### src/rtl/vend_sequencer_if.sv
// vend_sequencer_if: coin, selection, dispenser and change-hopper signals of the vending sequencer
interface vend_sequencer_if #(parameter int CREDIT_W = 8, parameter int ITEM_W = 2);
  logic                coin_valid;
  logic [CREDIT_W-1:0] coin_value;
  logic                sel_valid;
  logic [ITEM_W-1:0]   sel_item;
  logic [CREDIT_W-1:0] item_price;
  logic                in_stock;
  logic                cancel;
  logic                disp_done;
  logic                change_done;
  logic                disp_req;
  logic [ITEM_W-1:0]   disp_item;
  logic                change_req;
  logic [CREDIT_W-1:0] change_amt;
  logic [CREDIT_W-1:0] credit;
  logic                coin_reject;
  logic                out_of_stock;
  logic                insufficient;
  logic [2:0]          state;
  modport master (
    output coin_valid, coin_value, sel_valid, sel_item, item_price, in_stock, cancel, disp_done, change_done,
    input  disp_req, disp_item, change_req, change_amt, credit, coin_reject, out_of_stock, insufficient, state
  );
  modport slave (
    input  coin_valid, coin_value, sel_valid, sel_item, item_price, in_stock, cancel, disp_done, change_done,
    output disp_req, disp_item, change_req, change_amt, credit, coin_reject, out_of_stock, insufficient, state
  );
endinterface

### src/rtl/vend_sequencer.sv
// vend_sequencer: credit accumulation, selection validation and dispense/change sequencing
module vend_sequencer #(
  parameter int CREDIT_W    = 8,
  parameter int TIMEOUT_CYC = 1000,
  parameter int ITEM_W      = 2
) (
  input logic clk,
  input logic reset,
  vend_sequencer_if.slave bus
);
  typedef enum logic [2:0] {IDLE = 3'd0, CREDIT = 3'd1, DISPENSE = 3'd2, CHANGE = 3'd3} state_t;
  localparam int TW = $clog2(TIMEOUT_CYC) + 1;
  state_t            st;
  logic [TW-1:0]     tcnt;
  logic [CREDIT_W:0] sum;
  logic              fits;
  logic              timeout;
  assign sum       = {1'b0, bus.credit} + {1'b0, bus.coin_value};
  assign fits      = !sum[CREDIT_W];
  assign timeout   = tcnt == TW'(TIMEOUT_CYC - 1);
  assign bus.state = st;
  // transaction FSM; every output is a register so pulses last exactly one cycle
  always_ff @(posedge clk or posedge reset) begin
    if (reset) begin
      st               <= IDLE;
      tcnt             <= '0;
      bus.credit       <= '0;
      bus.disp_req     <= 1'b0;
      bus.disp_item    <= '0;
      bus.change_req   <= 1'b0;
      bus.change_amt   <= '0;
      bus.coin_reject  <= 1'b0;
      bus.out_of_stock <= 1'b0;
      bus.insufficient <= 1'b0;
    end else begin
      bus.coin_reject  <= 1'b0;
      bus.out_of_stock <= 1'b0;
      bus.insufficient <= 1'b0;
      case (st)
        IDLE: begin
          tcnt             <= '0;
          bus.insufficient <= bus.sel_valid && bus.credit == '0;
          if (bus.coin_valid) begin
            bus.credit <= bus.coin_value;
            st         <= CREDIT;
          end
        end
        CREDIT: begin
          bus.coin_reject <= bus.coin_valid && (bus.cancel || timeout || bus.sel_valid || !fits);
          tcnt            <= (bus.coin_valid || bus.sel_valid) ? '0 : tcnt + 1'b1;
          if (bus.cancel || timeout) begin
            bus.change_req <= 1'b1;
            bus.change_amt <= bus.credit;
            st             <= CHANGE;
          end else if (bus.sel_valid) begin
            if (!bus.in_stock) bus.out_of_stock <= 1'b1;
            else if (bus.credit < bus.item_price) bus.insufficient <= 1'b1;
            else begin
              bus.credit    <= bus.credit - bus.item_price;
              bus.disp_item <= bus.sel_item;
              bus.disp_req  <= 1'b1;
              st            <= DISPENSE;
            end
          end else if (bus.coin_valid && fits) bus.credit <= sum[CREDIT_W-1:0];
        end
        DISPENSE: begin
          bus.coin_reject <= bus.coin_valid;
          if (bus.disp_done) begin
            bus.disp_req <= 1'b0;
            if (bus.credit != '0) begin
              bus.change_req <= 1'b1;
              bus.change_amt <= bus.credit;
              st             <= CHANGE;
            end else st <= IDLE;
          end
        end
        CHANGE: begin
          bus.coin_reject <= bus.coin_valid;
          if (bus.change_done) begin
            bus.change_req <= 1'b0;
            bus.change_amt <= '0;
            bus.credit     <= '0;
            st             <= IDLE;
          end
        end
        default: st <= IDLE;
      endcase
    end
  end
endmodule
### src/flat_wrapper.sv
// flat-port wrapper written by rule: the top's interface ports become plain ports
module vend_sequencer_flat 
#(
  parameter int CREDIT_W    = 8,
  parameter int TIMEOUT_CYC = 1000,
  parameter int ITEM_W      = 2
)
  (clk, reset, bus_coin_valid, bus_coin_value, bus_sel_valid, bus_sel_item, bus_item_price, bus_in_stock, bus_cancel, bus_disp_done, bus_change_done, bus_disp_req, bus_disp_item, bus_change_req, bus_change_amt, bus_credit, bus_coin_reject, bus_out_of_stock, bus_insufficient, bus_state);
  vend_sequencer_if #(.CREDIT_W(CREDIT_W), .ITEM_W(ITEM_W)) bus_i ();
  input logic clk;
  input logic reset;
  input wire logic [$bits(bus_i.coin_valid)-1:0] bus_coin_valid;
  input wire logic [$bits(bus_i.coin_value)-1:0] bus_coin_value;
  input wire logic [$bits(bus_i.sel_valid)-1:0] bus_sel_valid;
  input wire logic [$bits(bus_i.sel_item)-1:0] bus_sel_item;
  input wire logic [$bits(bus_i.item_price)-1:0] bus_item_price;
  input wire logic [$bits(bus_i.in_stock)-1:0] bus_in_stock;
  input wire logic [$bits(bus_i.cancel)-1:0] bus_cancel;
  input wire logic [$bits(bus_i.disp_done)-1:0] bus_disp_done;
  input wire logic [$bits(bus_i.change_done)-1:0] bus_change_done;
  output wire logic [$bits(bus_i.disp_req)-1:0] bus_disp_req;
  output wire logic [$bits(bus_i.disp_item)-1:0] bus_disp_item;
  output wire logic [$bits(bus_i.change_req)-1:0] bus_change_req;
  output wire logic [$bits(bus_i.change_amt)-1:0] bus_change_amt;
  output wire logic [$bits(bus_i.credit)-1:0] bus_credit;
  output wire logic [$bits(bus_i.coin_reject)-1:0] bus_coin_reject;
  output wire logic [$bits(bus_i.out_of_stock)-1:0] bus_out_of_stock;
  output wire logic [$bits(bus_i.insufficient)-1:0] bus_insufficient;
  output wire logic [$bits(bus_i.state)-1:0] bus_state;
  assign bus_i.coin_valid = bus_coin_valid;
  assign bus_i.coin_value = bus_coin_value;
  assign bus_i.sel_valid = bus_sel_valid;
  assign bus_i.sel_item = bus_sel_item;
  assign bus_i.item_price = bus_item_price;
  assign bus_i.in_stock = bus_in_stock;
  assign bus_i.cancel = bus_cancel;
  assign bus_i.disp_done = bus_disp_done;
  assign bus_i.change_done = bus_change_done;
  assign bus_disp_req = bus_i.disp_req;
  assign bus_disp_item = bus_i.disp_item;
  assign bus_change_req = bus_i.change_req;
  assign bus_change_amt = bus_i.change_amt;
  assign bus_credit = bus_i.credit;
  assign bus_coin_reject = bus_i.coin_reject;
  assign bus_out_of_stock = bus_i.out_of_stock;
  assign bus_insufficient = bus_i.insufficient;
  assign bus_state = bus_i.state;
  vend_sequencer #(.CREDIT_W(CREDIT_W), .TIMEOUT_CYC(TIMEOUT_CYC), .ITEM_W(ITEM_W)) u_core (.clk(clk), .reset(reset), .bus(bus_i));
endmodule
### config.mk
export PLATFORM = sky130hd
export DESIGN_NAME = vend_sequencer_flat
export DESIGN_NICKNAME = d
export VERILOG_FILES = /design/src/rtl/vend_sequencer_if.sv /design/src/rtl/vend_sequencer.sv /design/src/flat_wrapper.sv
export SDC_FILE = /design/constraint.sdc
export NUM_CORES = 1
export LEC_CHECK = 0
export CORE_MARGIN = 1.5
export CORE_UTILIZATION = 52
export DETAILED_ROUTE_END_ITERATION = 10
export HOLD_SLACK_MARGIN = 0.03
export PLACE_DENSITY_LB_ADDON = 0.05
export SLEW_MARGIN = 5
export SYNTH_ARGS = -nofsm -noshare
export SYNTH_HDL_FRONTEND = slang
export SYNTH_SLANG_ARGS = --single-unit
export TNS_END_PERCENT = 20
### constraint.sdc
create_clock -name clk -period 2.8 [get_ports clk]
set_input_delay 0.28 -clock clk [delete_from_list [all_inputs] [get_ports clk]]
set_output_delay 0.28 -clock clk [all_outputs]
set_load 0.01 [all_outputs]
# Word level (Yosys, flattened, before mapping)
# Cells that the tools add are included.
[classes] n_lt_le_gt_ge=1 muxes=44 n_eq_ne=19 bitwise=2 addsub=3 n_reduce_logical=21
[ops] operator="$mux W8" n=10
[ops] operator="$pmux W8 S3" n=2
[ops] operator="$pmux W11 S2" n=1
[ops] operator="$mux W3" n=7
[ops] operator="$mux W1" n=17
[ops] operator="$ne A2 B2 Y1 const B" n=7
[ops] operator="$ne A3 B2 Y1 const B" n=4
[ops] operator="$pmux W3 S4" n=1
[ops] operator="$reduce_and A6 Y1" n=2
[ops] operator="$add A11 B1 Y11 const B" n=1
[ops] operator="$eq A11 B10 Y1 const B" n=1
[ops] operator="$mux W11" n=1
[ops] operator="$reduce_and A5 Y1" n=2
[ops] operator="$add A8 B8 Y9" n=1
[ops] operator="$logic_not A8 Y1" n=1
[ops] operator="$lt A8 B8 Y1" n=1
[ops] operator="$reduce_bool A8 Y1" n=1
[ops] operator="$sub A8 B8 Y8" n=1
[ops] operator="$reduce_and A7 Y1" n=1
[ops] operator="$eq A3 B2 Y1 const B" n=2
[ops] operator="$ne A3 B3 Y1 const B" n=2
[ops] operator="$pmux W1 S2" n=3
[ops] operator="$reduce_bool A3 Y1" n=2
[ops] operator="$logic_or A1 B1 Y1" n=4
[ops] operator="10 further kinds" n=15
[totals] elab_cells=100 out_inout_bits=26 input_bits=26 reg_bits=37

# Logic depth before layout (Yosys ltp)
[depth] ltp_word=7 mapped_depth=11 ltp_nobuf=10

# Worst setup path after synthesis
# OpenSTA, ideal clock, no wires.
[synth_path] kind="register to register" from="register u_core.bus.credit[0]" to="register u_core.bus.disp_item[0]" period_less_slack_ns=2.340 required_time_ns=2.675 path_slack_ns=0.460 arrival_ns=2.215 stages_incl_launch_ff=11 path_buffers=0 setup_time_ns=0.125 path_cell_list="dfrtp_1 -> inv_1 -> ha_1 -> inv_1 -> fa_1 -> a21oi_1 -> o221ai_1 -> or2_1 -> a21oi_1 -> nor3_2 -> mux2_2"
[synth_via] elab_chain_len=3
[synth_rtl] item="from (decl)" line_no="vend_sequencer_if.sv:27" source="output disp_req, disp_item, change_req, change_amt, credit, coin_reject, out_of_stock, insufficient, state"
[synth_rtl] item="from (signal assigned)" line_no="vend_sequencer.sv:44" source="bus.credit <= bus.coin_value;"
[synth_rtl] item="from (signal assigned)" line_no="vend_sequencer.sv:59" source="bus.credit <= bus.credit - bus.item_price;"
[synth_rtl] item="from (signal assigned)" line_no="vend_sequencer.sv:64" source="end else if (bus.coin_valid && fits) bus.credit <= sum[CREDIT_W-1:0];"
[synth_rtl] item="$lt A8 B8 Y1" line_no="vend_sequencer.sv:57" source="else if (bus.credit < bus.item_price) bus.insufficient <= 1'b1;"
[synth_rtl] item="$not A1 Y1 (no source line)"
[synth_rtl] item="$reduce_and A5 Y1 (no source line)"
[synth_rtl] item="to (signal assigned)" line_no="vend_sequencer.sv:60" source="bus.disp_item <= bus.sel_item;"
[synth_rtl] item="to (decl)" line_no="vend_sequencer_if.sv:27"
# No other way between the ends.
# A chain may end at the register's enable or synchronous reset.

# Final worst setup path
# Same ends and word-level chain as after synthesis.

==> out/qor.csv <==
stage;metric;value;unit
routing;met1_length;2.98;mm
logic_synthesis;ys.flop_type;dfrtp_1;
global_routing;antenna_found_initial;0;
placed_design;dp_hpwl;4.48;mm
routing;dr_total_vias;2323;
floorplan;die_area;5340;µm²
routing;post-route-drc-count;0;
routing;drt-pass1-iter-count;4;
clock_tree;cts_tree;yes;
setup_path;critPathSlowestCell;dfrtp_1;
placed_design;post-place-ws;53.7;ps
logic_synthesis;yosys_warnings;0;
clock_tree;clockBufferDepth;2;
logic_synthesis;syn_inst;295;
cells_and_area;final_common_cell;clkdlybuf4s50_1;
sta;worst_pin_slew;1130;ps
floorplan;ioPinCount;52;
clock_tree;clk_latency;290;ps
pwr;power;3.36;mW
sta;rsz0062_at_grt;false;
clock_tree;clk_pin_slew_worst_paths;80;ps
clock_tree;ctsHoldBuffers;0;
global_routing;grt_usage;0.243;
logic_synthesis;synth_nets;340;
routing;avgRoutedWirePerCell;14.3;µm
setup_path;cpPeakStageDelay;460;ps
sta;tns;0;ps
setup_path;crit_path_start_kind;flip-flop;
placed_design;port_buffers;50;
sta;fin_ws;230;ps
routing;highest_layer;met4;
clock_tree;clock-sinks;36;
sta;fin_crit;2570;ps
routing;ant_nets;0;
sta;period_share;0.918;
run;maxCapViolCount;0;
cells_and_area;utilization;0.688;
setup_path;cp_max_fo;6;
clock_tree;htreeDepth;2;
global_routing;grt_max_degree;37;
setup_path;cp_cell_sequence;inv_1 > ha_1 > inv_1 > fa_1 > a21oi_1 > o221ai_1 > or2_1 > a21oi_1 > nor3_2 > mux2_2;
floorplan;fp.coreArea;4720;µm²
setup_path;critPathKind;reg2reg;
logic_synthesis;synthArstFlopShare;1.00;
setup_path;crit_path_end_kind;flip-flop;
clock_tree;post-cts-setup-buffers;0;
routing;via_per_inst;5.54;
sta;relSlewSlack;0.246;
sta;clock_skew;5.92;ps
pwr;power_density;1030;nW/µm²
sta;setup_viol_count_final;0;
cells_and_area;area_growth;27.2;%
routing;wl;5.98;mm
logic_synthesis;synth.avg_cell_area;8.66;µm²
pwr;irDropWorstVdd;0.632;mV
sta;max_freq;389;MHz
global_routing;grt_pass1_wl;10.0;mm
clock_tree;cts_root_buffer;clkbuf_8;
sta;slew_violations;0;
clock_tree;numCtsBuffers;5;
pwr;p_leak;1.47;nW
cells_and_area;fin_nets;396;
global_routing;gr-total-overflow;0;
clock_tree;cts-resized-gates;0;
setup_path;required;2970;ps
run_status;status;finished, final reports clean;
logic_synthesis;synth_seq_cells;36;
floorplan;die_x;73.1;µm
routing;drt-initial-drc-count;193;
routing;wl_met2;2.69;mm
placed_design;gp_congestion;0.903;
floorplan;fp.dieH;73.1;µm
floorplan;rows;25;
global_routing;grt_pass1_vias;2093;
floorplan;start_util;0.541;
cells_and_area;antenna-diode-count;0;
logic_synthesis;synth_cell_types;54;
cells_and_area;instances_no_fill;419;
hold_path;hold_path.class;in2async;
logic_synthesis;synthesis.area;2550;µm²
cells_and_area;final_layout_size_suffix_gt1_frac;0.0625;
logic_synthesis;ys_seq_area_frac;0.353;
sta;hold_viol;0;
cells_and_area;layout_common_cells;clkdlybuf4s50_1 (50), dfrtp_1 (36), nand2_1 (33);
placed_design;placed_cells;411;
setup_path;cp.arrival;2740;ps
logic_synthesis;synth-edff-count;0;
routing;dr_wl_met3;274;µm
[worst paths after layout]
check,from,end,slack (ps),cells past startpoint
max,u_core.bus.credit[0],u_core.bus.disp_item[0],230,10
min,reset,u_core.bus.credit[5],400,3
max reg2reg,u_core.bus.credit[0],u_core.bus.disp_item[0],230,10
min reg2reg,u_core.bus.disp_req,u_core.bus.disp_req,490,1
max in group asynchronous,reset,u_core.bus.credit[6],2080,3
min in group clk,u_core.bus.disp_req,u_core.bus.disp_req,490,1
[metrics by stage]
stage	instance area, µm²	hold slack (ps)
2_1_floorplan	2550	353
3_3_place_gp	3160	468
3_5_place_dp	3160	473
4_1_cts	3250	419
5_1_grt	3250	453
6_report	3250	403
[final cells by class]
type | instances | area, µm²
multi-input combinational | 221 | 1490
fill | 402 | 1470
sequential | 36 | 901
timing repair buffer | 57 | 566
inverter | 30 | 113
clock buffer | 7 | 86.3
tap | 67 | 83.8
clock inverter | 1 | 7.51
[report_power, final]
part / switching [mW] / internal (mW)
Combinational: 1.04 / 1.00
Sequential: 0.232 / 0.702
Clock: 0.189 / 0.200
[synthesized netlist by cell type (3+ instances only)]
cell type | number | area, µm²
a211oi_1 | 3 | 22.5
a21o_1 | 4 | 30.0
a21oi_1 | 18 | 90.1
a22oi_1 | 3 | 22.5
a31oi_1 | 7 | 43.8
and3_1 | 5 | 31.3
clkbuf_1 | 3 | 11.3
dfrtp_1 | 36 | 901
ha_1 | 17 | 213
inv_1 | 30 | 113
mux2i_1 | 10 | 100
nand2_1 | 33 | 124
nand3_1 | 7 | 35.0
nor2_1 | 22 | 82.6
nor2b_1 | 3 | 18.8
nor3_1 | 4 | 20.0
o21a_1 | 6 | 45.0
o21ai_0 | 25 | 125
o221ai_1 | 3 | 26.3
xor2_1 | 7 | 61.3
[flip-flops by register name (all words and copies together) (netlist names)]
signal                   count
u_core.bus.disp_req          1
u_core.tcnt                 11
u_core.bus.insufficient      1
u_core.bus.credit            8
u_core.bus.change_req        1
u_core.bus.out_of_stock      1
u_core.bus.disp_item         2
u_core.bus.change_amt        8
u_core.bus.state             2
u_core.bus.coin_reject       1
[cells by family (layout without fill, tap and decap cells)]
family                     after synthesis  count (layout)  share of synthesized area
AOI/OAI and AO/OA                       90              90                      0.237
xor gates and xnor gates                 9               9                     0.0309
adders and majority gates               19              19                     0.0989
buffers and inverters                   38              95                     0.0627
DFF                                     36              36                      0.353
muxes                                   12              12                     0.0480
other                                    1               1                    0.00147
and+or+nand+nor                         90              90                      0.169
[layer usage]
metal  track usage  vias to the layer above
met3        0.0470                        4
li1              -                     1167
met2         0.375                       58
met5             0                        -
met4        0.0440                        0
met1         0.358                     1094
[worst max-delay path, delay by kind of cell (launching register included)]
| family | cells | cell delay, ps |
|---|---|---|
| muxes | 1 | 280 |
| buffers and inverters | 2 | 140 |
| DFF | 1 | 460 |
| adders and majority gates | 2 | 570 |
| AOI/OAI and AO/OA | 3 | 650 |
| and+or+nand+nor | 2 | 340 |
(Power assumes the default switching activity.)
